<file path="config.mk">
export PLATFORM = sky130hd
export DESIGN_NAME = directory_arbiter
export DESIGN_NICKNAME = d
export VERILOG_FILES = /design/src/rtl/directory_arbiter.sv
export SDC_FILE = /design/constraint.sdc
export NUM_CORES = 1
export LEC_CHECK = 0
export BUFFER_PORTS_ARGS = -buffer_cell sky130_fd_sc_hd__clkbuf_2
export CAP_MARGIN = 25
export CORE_MARGIN = 3
export CORE_UTILIZATION = 57
export DETAILED_ROUTE_END_ITERATION = 8
export GPL_TIMING_DRIVEN = 1
export PLACE_DENSITY_LB_ADDON = 0.05
export SYNTH_ARGS = -nofsm -noshare
export SYNTH_HDL_FRONTEND = slang
export SYNTH_SLANG_ARGS = --single-unit
</file>
<file path="constraint.sdc">
create_clock -name clock -period 3 [get_ports clock]
set_input_delay 0.3 -clock clock [delete_from_list [all_inputs] [get_ports clock]]
set_output_delay 0.3 -clock clock [all_outputs]
set_load 0.1 [all_outputs]
</file>
<file path="src/rtl/directory_arbiter.sv">
// directory_arbiter
//   Arbitrates four requesters onto a directory covering four memory blocks.
//   It runs one coherence transaction at a time: look up the block, send an
//   invalidate or fetch message if needed, collect acks, then reply.
//
// Ports
//   clock        single clock, all state changes on posedge
//   reset        synchronous, active-high
//   req[3:0]     per-requester request valid
//   req_op[7:0]  2 bits per requester: 00 read miss, 01 read hit,
//                10 data writeback, 11 write miss
//   req_blk[7:0] 2 bits per requester: target block index
//   ack[3:0]     per-processor acknowledge of an invalidate/fetch message
//   grant[3:0]   one-hot accepted requester (one cycle, in LOOKUP)
//   msg_valid    coherence message strobe (one cycle, in SEND)
//   msg_type     01 invalidate, 10 fetch, 11 fetch-invalidate, 00 none
//   msg_dst      destination bitmask of the message
//   reply_valid  data value reply strobe (one cycle, in REPLY)
//   reply_dst    one-hot reply destination
//   proto_err    one-cycle pulse on an illegal writeback
//   busy         high whenever the FSM is not IDLE
//   fsm_state    current FSM state, for debug and checkers
//
// Handshake: a requester raises req with its op/blk and holds all three
// steady until it sees its grant bit; grant is the acceptance, after which
// req may drop. There is no back-pressure on msg/reply strobes. ack is
// sampled every cycle in SEND and WAIT_ACK; only bits still pending count.
module directory_arbiter (
  input  logic       clock,
  input  logic       reset,
  input  logic [3:0] req,
  input  logic [7:0] req_op,
  input  logic [7:0] req_blk,
  input  logic [3:0] ack,
  output logic [3:0] grant,
  output logic       msg_valid,
  output logic [1:0] msg_type,
  output logic [3:0] msg_dst,
  output logic       reply_valid,
  output logic [3:0] reply_dst,
  output logic       proto_err,
  output logic       busy,
  output logic [2:0] fsm_state
);

  typedef enum logic [2:0] {
    S_IDLE     = 3'd0,
    S_LOOKUP   = 3'd1,
    S_SEND     = 3'd2,
    S_WAIT_ACK = 3'd3,
    S_REPLY    = 3'd4
  } state_t;

  localparam logic [1:0] OP_RHIT   = 2'b01;
  localparam logic [1:0] OP_WB     = 2'b10;
  localparam logic [1:0] OP_WMISS  = 2'b11;
  localparam logic [1:0] DIR_U     = 2'b00;
  localparam logic [1:0] DIR_S     = 2'b01;
  localparam logic [1:0] DIR_E     = 2'b10;
  localparam logic [1:0] MSG_NONE  = 2'b00;
  localparam logic [1:0] MSG_INV   = 2'b01;
  localparam logic [1:0] MSG_FETCH = 2'b10;
  localparam logic [1:0] MSG_FINV  = 2'b11;

  state_t     state, next_state;
  logic [1:0] last_winner, win, cand;
  logic [1:0] cur_id, cur_op, cur_blk;
  logic [3:0] pend, pend_next;
  logic [1:0] kind, lk_kind;
  logic [1:0] cmt_st, lk_st;
  logic [3:0] cmt_sh, lk_sh;
  logic       wb_commit;
  logic [1:0] dir_st [4];
  logic [3:0] dir_sh [4];
  logic [3:0] pbit, cur_sh;
  logic [1:0] cur_st;
  logic       is_write;
  logic [3:0] grant_c, msg_dst_c, reply_dst_c;
  logic       msg_valid_c, reply_valid_c, err_c;
  logic [1:0] msg_type_c;

  // Round-robin: scan offsets 4..1 so the smallest offset past last_winner
  // overwrites the others; offset 4 wraps back to last_winner itself.
  always_comb begin
    win  = last_winner;
    cand = '0;
    for (int i = 4; i >= 1; i--) begin
      cand = last_winner + 2'(i);
      if (req[cand]) win = cand;
    end
  end

  assign pbit     = 4'b0001 << cur_id;
  assign cur_st   = dir_st[cur_blk];
  assign cur_sh   = dir_sh[cur_blk];
  assign is_write = (cur_op == OP_WMISS);

  always_comb begin
    next_state    = state;
    pend_next     = pend;
    grant_c       = '0;
    msg_valid_c   = 1'b0;
    msg_type_c    = MSG_NONE;
    msg_dst_c     = '0;
    reply_valid_c = 1'b0;
    reply_dst_c   = '0;
    err_c         = 1'b0;
    lk_st         = cur_st;
    lk_sh         = cur_sh;
    lk_kind       = MSG_NONE;
    wb_commit     = 1'b0;
    case (state)
      S_IDLE: begin
        if (|req) next_state = S_LOOKUP;
      end
      S_LOOKUP: begin
        grant_c   = pbit;
        pend_next = '0;
        if (cur_op == OP_RHIT) begin
          next_state = S_IDLE;
        end else if (cur_op == OP_WB) begin
          next_state = S_IDLE;
          if (cur_st == DIR_E && cur_sh == pbit) begin
            wb_commit = 1'b1;
            lk_st     = DIR_U;
            lk_sh     = '0;
          end else begin
            err_c = 1'b1;
          end
        end else begin
          // Read or write miss. The commit values are held until REPLY so
          // that an aborted transaction leaves the directory untouched.
          next_state = S_REPLY;
          case (cur_st)
            DIR_S: begin
              if (is_write) begin
                lk_st     = DIR_E;
                lk_sh     = pbit;
                pend_next = cur_sh & ~pbit;
                if (pend_next != 4'b0) begin
                  lk_kind    = MSG_INV;
                  next_state = S_SEND;
                end
              end else begin
                lk_sh = cur_sh | pbit;
              end
            end
            DIR_E: begin
              // Owner missing on its own line needs nothing changed.
              if (cur_sh != pbit) begin
                pend_next  = cur_sh;
                next_state = S_SEND;
                if (is_write) begin
                  lk_kind = MSG_FINV;
                  lk_sh   = pbit;
                end else begin
                  lk_kind = MSG_FETCH;
                  lk_st   = DIR_S;
                  lk_sh   = cur_sh | pbit;
                end
              end
            end
            default: begin
              lk_st = is_write ? DIR_E : DIR_S;
              lk_sh = pbit;
            end
          endcase
        end
      end
      S_SEND: begin
        msg_valid_c = 1'b1;
        msg_type_c  = kind;
        msg_dst_c   = pend;
        pend_next   = pend & ~ack;
        next_state  = S_WAIT_ACK;
      end
      S_WAIT_ACK: begin
        pend_next = pend & ~ack;
        if (pend_next == 4'b0) next_state = S_REPLY;
      end
      S_REPLY: begin
        reply_valid_c = 1'b1;
        reply_dst_c   = pbit;
        next_state    = S_IDLE;
      end
      default: next_state = S_IDLE;
    endcase
  end

  always_ff @(posedge clock) begin
    if (reset) begin
      state       <= S_IDLE;
      last_winner <= 2'd3;
      pend        <= '0;
      cur_id      <= '0;
      cur_op      <= '0;
      cur_blk     <= '0;
      kind        <= MSG_NONE;
      cmt_st      <= DIR_U;
      cmt_sh      <= '0;
      for (int b = 0; b < 4; b++) begin
        dir_st[b] <= DIR_U;
        dir_sh[b] <= '0;
      end
    end else begin
      state <= next_state;
      pend  <= pend_next;
      if (state == S_IDLE && |req) begin
        cur_id      <= win;
        cur_op      <= req_op[{win, 1'b0} +: 2];
        cur_blk     <= req_blk[{win, 1'b0} +: 2];
        last_winner <= win;
      end
      if (state == S_LOOKUP) begin
        cmt_st <= lk_st;
        cmt_sh <= lk_sh;
        kind   <= lk_kind;
        if (wb_commit) begin
          dir_st[cur_blk] <= lk_st;
          dir_sh[cur_blk] <= lk_sh;
        end
      end
      if (state == S_REPLY) begin
        dir_st[cur_blk] <= cmt_st;
        dir_sh[cur_blk] <= cmt_sh;
      end
    end
  end

  // Outputs are forced low while reset is held so nothing leaks out of an
  // aborted transaction during the reset cycle itself.
  assign grant       = reset ? 4'b0 : grant_c;
  assign msg_valid   = reset ? 1'b0 : msg_valid_c;
  assign msg_type    = reset ? 2'b0 : msg_type_c;
  assign msg_dst     = reset ? 4'b0 : msg_dst_c;
  assign reply_valid = reset ? 1'b0 : reply_valid_c;
  assign reply_dst   = reset ? 4'b0 : reply_dst_c;
  assign proto_err   = reset ? 1'b0 : err_c;
  assign busy        = reset ? 1'b0 : (state != S_IDLE);
  assign fsm_state   = reset ? 3'd0 : state;

endmodule

</file>
==> metrics, run 1 <==
area taken by multi-input logic gates 0.00173 mm2; number of synthesized flops with an enable pin 24; Total GRT Usage 25.5%; Syn Inst Count 326; clock power share 16.4%; CP max FO 5; largest stage delay on the critical path 0.57 ns; f_max 346 MHz; endpoints failing hold 0; initial antenna violation count 0; RD Place Congestion 0.949; final setup TNS 0 ns; final WL 7670 um; IO Count 47; initial core utilization 60.0%; post-synthesis sequential area ratio 39.1%; Buffers on Ports 46; ranking of synthesized cells by area edfxtp_1, dfxtp_1, nor2_1; Gate power share 49.1%; post-DR vias/cell 5.97; Synth Cell Area 0.00312 mm2; DP HPWL 5780 um; Post-Syn Nets 362; antenna viol nets, final 0; Final WS setup 0.107 ns; final setup skew 0.00368 ns; H-tree Lvls 2; Req. time, crit path 2.70 ns; Hold Buf Count CTS 0; Worst R2R Path Depth 9; P_leak 1.47 nW; n_diodes 0; fill count 424; CTS tree yes; crit path cell chain mux4_2, inv_2, ha_1, nor4_4, buf_4, nand2_2, and3_4, buf_12; clk_lat worst skew 0.31 ns; Final period util 96.4%; Hold Crit Start req_op[0]; vias post-DR 2680; async set or reset register ratio after synthesis 0%; number of global-route vias before repair 2440; post-synth top area share 23.1%; Chip Height 80.0 um; first-pass GRT wire length 12500 um; Synth Flop Type dfxtp_1; Remaining DRCs 0; critical path's slowest cell mux4_2; Netlist cell types 66; Die W 80.0 um; clk slew on worst S/H paths 0.10 ns; Slew @ Worst Pin 0.544 ns; Final Max Tran Viols 0; Sw Share 43.8%; crit path capture type output pin; Startpoint Class flop; Synth Area per Inst 9.58 um2; worst-case clock buffer depth 2; Sink Count 49; register share of total power 34.5%; FF+latch area 0.00122 mm2; largest net degree at the start of global routing 19; Iter 0 DRT Violations 313; Relative slew margins 63.7%; crit path time final 2.89 ns; DRT Pass-1 Iters 5; Internal Power 0.00149 W; Hold Crit Depth 3; final core utilization 68.8%; Clock Root Buffer clkbuf_8; Overflow after GRT 0; PwrDens 738 mW/mm2; Synth-to-Final Area Change 14.8%; Synth Register Bits 49; max_cap viols 0; Worst Path Arrival 2.59 ns; status completed; Core Area 0.00520 mm2; kind of critical path flop to output pin; worst vdd ir 0.000355 V; layout cells sized above 1 29.3%; Tightest Hold Check Type input pin to flop; Warnings, synthesis 0; num rows 26; nets@finish 414; Pwr Total 0.00265 W; Wirelength per Cell 17.1 um; RSZ-0062 raised after global routing false; TritonCTS buffer count 5; Final Setup Violations 0; Net Sw Power 0.00116 W; worst slack, placed 0.187 ns; Die ar. 0.00640 mm2; Synth area leader edfxtp_1
## kinds of logic after synthesis
| family | after synthesis | synth area share, % |
|---|---|---|
| buffers and inverters | 38 | 5.93 |
| flip-flops | 49 | 39.1 |
| AND/OR/NAND/NOR | 128 | 24.0 |
| AO/OA/AOI/OAI | 84 | 18.8 |
| multiplexers | 16 | 7.86 |
| adder cells (fa/ha/maj) | 10 | 4.01 |
| XOR/XNOR | 1 | 0.281 |
## path summary, 6_finish.rpt
kind | end | slack [ns]
worst max-delay path | proto_err | 0.11
worst min-delay path | cur_op[0]$_SDFFE_PP0P_ | 0.33
worst max register to register | dir_sh[2][2]$_SDFFCE_PN0P_ | 0.21
worst min register to register | pend[0]$_SDFFE_PP0P_ | 0.51
## critical path: cells and delay by family (launching register included)
family                     cells  cell delay (ns)
buffers and inverters          3             0.44
muxes                          1             0.57
adders and majority gates      1             0.27
and+or+nand+nor                3             0.59
DFF                            1             0.40
## state kept, by name (all words and copies together) (netlist names), named ones only
| register | count |
|---|---|
| cmt_st | 2 |
| dir_st | 8 |
| pend | 4 |
| state | 3 |
| cur_blk | 2 |
| dir_sh | 16 |
| cmt_sh | 4 |
| kind | 2 |
| cur_id | 2 |
| cur_op | 2 |
| last_winner | 2 |
## cells in the mapped netlist, drive strengths merged, types with 4 or more instances
| library cell | instances |
|---|---|
| and3 | 12 |
| and2 | 5 |
| mux4 | 6 |
| o22ai | 6 |
| mux2 | 8 |
| edfxtp | 24 |
| o21ai | 14 |
| nand2 | 24 |
| clkbuf | 8 |
| nor3b | 9 |
| o31ai | 4 |
| a211oi | 8 |
| inv | 20 |
| nor2 | 39 |
| a221o | 4 |
| a22o | 4 |
| a21oi | 24 |
| a22oi | 5 |
| dfxtp | 25 |
| ha | 10 |
| nor2b | 7 |
| nand2b | 8 |
| nor3 | 9 |
| buf | 10 |
## power groups by stage
stage | sequential [W] | clock [W] | combinational [W]
global placement | 0.000922 | 0 | 0.00121
CTS | 0.000908 | 0.000447 | 0.00124
detailed placement | 0.000922 | 0 | 0.00123
floorplan | 0.000850 | 0 | 0.00102
finish | 0.000912 | 0.000434 | 0.00130
global route | 0.000929 | 0.000475 | 0.00140
## placed cells by master, fill, tap and decap left out, types with 2 or more instances in the layout
master	count
nand2_1	23
clkbuf_8	5
a22o_1	4
nor2_1	37
a211oi_1	6
o31ai_1	3
clkbuf_2	45
ha_1	10
nand3_1	2
and2_1	4
nand2b_1	8
o31a_1	2
nor3b_1	5
and3_1	11
nor3b_2	3
mux2_1	3
mux2i_1	2
o21ai_0	13
inv_1	19
mux4_2	6
nand3b_1	2
o22ai_1	6
nor3_1	7
a22oi_1	5
a21oi_1	23
dfxtp_1	24
a221o_1	4
nor2b_2	2
a211oi_2	2
buf_4	17
nor2b_1	5
mux2_2	5
nor3_4	2
edfxtp_1	24
nor2_2	2
## final cells by class
class / instances / share of cell area (%)
well taps: 70 / 2.44
repair buffers: 63 / 10.4
inverters: 20 / 2.09
flip-flops and latches: 49 / 34.2
clock buffers: 5 / 1.92
multi-input cells: 239 / 48.1
clock inverters: 3 / 0.803
## metal layers
| metal | global-route usage (%) | wire, um |
|---|---|---|
| met5 | 0 | 0 |
| met1 | 37.2 | 3470 |
| met4 | 9.29 | 148 |
| met2 | 37.6 | 3470 |
| met3 | 4.51 | 577 |
## timing repair
action / in CTS / in global routing
setup buffers: 0 / 4
resized for setup: 1 / 4
gates cloned: 0 / 0
endpoints found under the setup margin: 1 / 1
pin swaps: 0 / 1
## metrics by stage
stage | hold slack (ns) | instance area [um2] | cells
after floorplan | 0.462 | 3130 | 326
after global placement | 0.481 | 3450 | 437
after detailed placement | 0.484 | 3450 | 437
after CTS | 0.326 | 3550 | 445
after global routing | 0.333 | 3580 | 449
final | 0.334 | 3580 | 449
Power figures use the tool's default switching activity.
==> inputs of run 2 (changes only) <==
CTS_CLUSTER_DIAMETER = 80   (was not set)
GPL_TIMING_DRIVEN = 0   (was 1)
clock period = 3.2 ns   (was 3 ns; I/O delays follow)
==> run 2 against run 1 <==
Wire length increased by 2.9%. Via count increased by 2.2%. Die area unchanged. First-iteration DRC count decreased by 29%. Combinational power decreased by 4%. Global-route usage increased by 0.60 points. Critical path type unchanged. Critical endpoint unchanged. Largest power group unchanged. Highest routed layer unchanged.
==> metrics, run 2 (synthesis gave the netlist of run 1 again) <==
num rows 26; Placement Cell Area 0.00344 mm2; initial core utilization 60.0%; DRT Pass-1 Iters 6; Die W 80.0 um; Tightest Hold Check Type input pin to flop; area taken by multi-input logic gates 0.00173 mm2; kind of critical path flop to output pin; Hold Buf Count CTS 0; WL met1 3440 um; max reg flops 16; Core Area 0.00520 mm2; met2 WL 3900 um; Final period util 96.9%; vias post-DR 2739; final WL 7890 um; clk slew on worst S/H paths 0.09 ns; first-pass GRT wire length 12900 um; Relative slew margins 58.4%; commonest non-fill, non-tap cells in the layout clkbuf_2, nor2_1, dfxtp_1; fill count 414; Clock Root Buffer clkbuf_8; Crit path top cell by count buf_4; status completed; most common cell after layout, fill and taps aside clkbuf_2; number of global-route vias before repair 2611; Die ar. 0.00640 mm2; worst vdd ir 0.000321 V; IO Count 47; Sink Count 49; layout cells sized above 1 27.5%; Worst Path Arrival 2.78 ns; CTS tree yes; Startpoint Class flop; TritonCTS buffer count 5; Req. time, crit path 2.88 ns; crit path capture type output pin; endpoints failing hold 0; met3 WL 380 um; Top Registers dir_sh (16), dir_st (8); DP HPWL 5940 um; CP max FO 6; Buffers on Ports 46; nets@finish 417; WHS 0.376 ns; max_cap viols 0; Pwr Total 0.00258 W; crit path cell chain buf_4, mux4_2, inv_1, ha_1, nor4_4, nand2_2, and3_1, buf_4; final setup skew 0.00553 ns; Biggest register dir_sh; crit path time final 3.10 ns; clk_lat worst skew 0.30 ns; worst-case clock buffer depth 2; final core utilization 69.2%; Total GRT Usage 26.1%; Final Max Tran Viols 0; post-DR vias/cell 6.06; antenna viol nets, final 0; Wirelength per Cell 17.5 um; RD Place Congestion 0.834; H-tree Lvls 2; critical path's slowest cell mux4_2; largest net degree at the start of global routing 16; Slew @ Worst Pin 0.624 ns; Overflow after GRT 0; Final WS setup 0.100 ns; worst slack, placed 0.00645 ns; FF+latch area 0.00122 mm2; Remaining DRCs 0; n_diodes 0; Final Setup Violations 0; Final Cell Area 0.00360 mm2; initial antenna violation count 0; largest stage delay on the critical path 0.60 ns; Synth-to-Final Area Change 15.4%; f_max 323 MHz; Chip Height 80.0 um; Highest Signal Layer met4; Iter 0 DRT Violations 221; PwrDens 716 mW/mm2; P_leak 1.47 nW
## run 2: changes by cell type in the layout (fill, tap and decap cells not counted), moves of 2 or more
cell,delta
nand2b_2,+2
bufinv_16,+2
buf_4,-12
buf_2,+4
buf_6,+4
clkbuf_1,+8
nand2b_1,-2
## run 2: what timing repair did
item / 4_1_cts / 5_1_grt
setup buffers: 1 / 1
endpoints found under the setup margin: 7 / 13
resized for setup: 1 / 3
pin swaps: 1 / 1
## run 2: worst paths after layout
kind	start	to	slack, ns	cells past startpoint
min	req_op[0]	cur_op[0]$_SDFFE_PP0P_	0.38	3
max reg2reg	flop	dir_sh[2][0]$_SDFFCE_PN0P_	0.15	9
max	flop	proto_err	0.10	8
min reg2reg	pend[2]$_SDFFE_PP0P_	pend[2]$_SDFFE_PP0P_	0.50	2
## run 2: per-layer routing
metal  up-vias  track usage [%]
met2       111             44.1
met1      1295             34.3
met5         -                0
met4         0             8.61
li1       1309                -
met3        24             3.39
## run 2: worst max-delay path: cells and delay by family, from the launching register on
| kind | cells | cell delay [ns] |
|---|---|---|
| adders and majority gates | 1 | 0.27 |
| buffers and inverters | 3 | 0.51 |
| muxes | 1 | 0.60 |
| DFF | 1 | 0.32 |
| and+or+nand+nor | 3 | 0.78 |
## run 2: power by group
group	switching, W	internal (W)
Combinational	0.000776	0.000470
Sequential	0.0000686	0.000740
Clock	0.000215	0.000310
## run 2: metrics by stage
stage	setup TNS [ns]	std cells
2_1_floorplan	-0.332	326
3_3_place_gp	0	442
3_5_place_dp	0	442
4_1_cts	0	451
5_1_grt	-0.00114	452
6_report	0	452
## run 2: cell type report
class	count	share of cell area, %
Multi-Input combinational cell	239	47.9
Sequential cell	49	33.9
Timing Repair Buffer	48	6.88
Buffer	18	3.06
Tap cell	70	2.43
Inverter	20	2.08
Clock buffer	5	1.91
Clock inverter	3	1.81
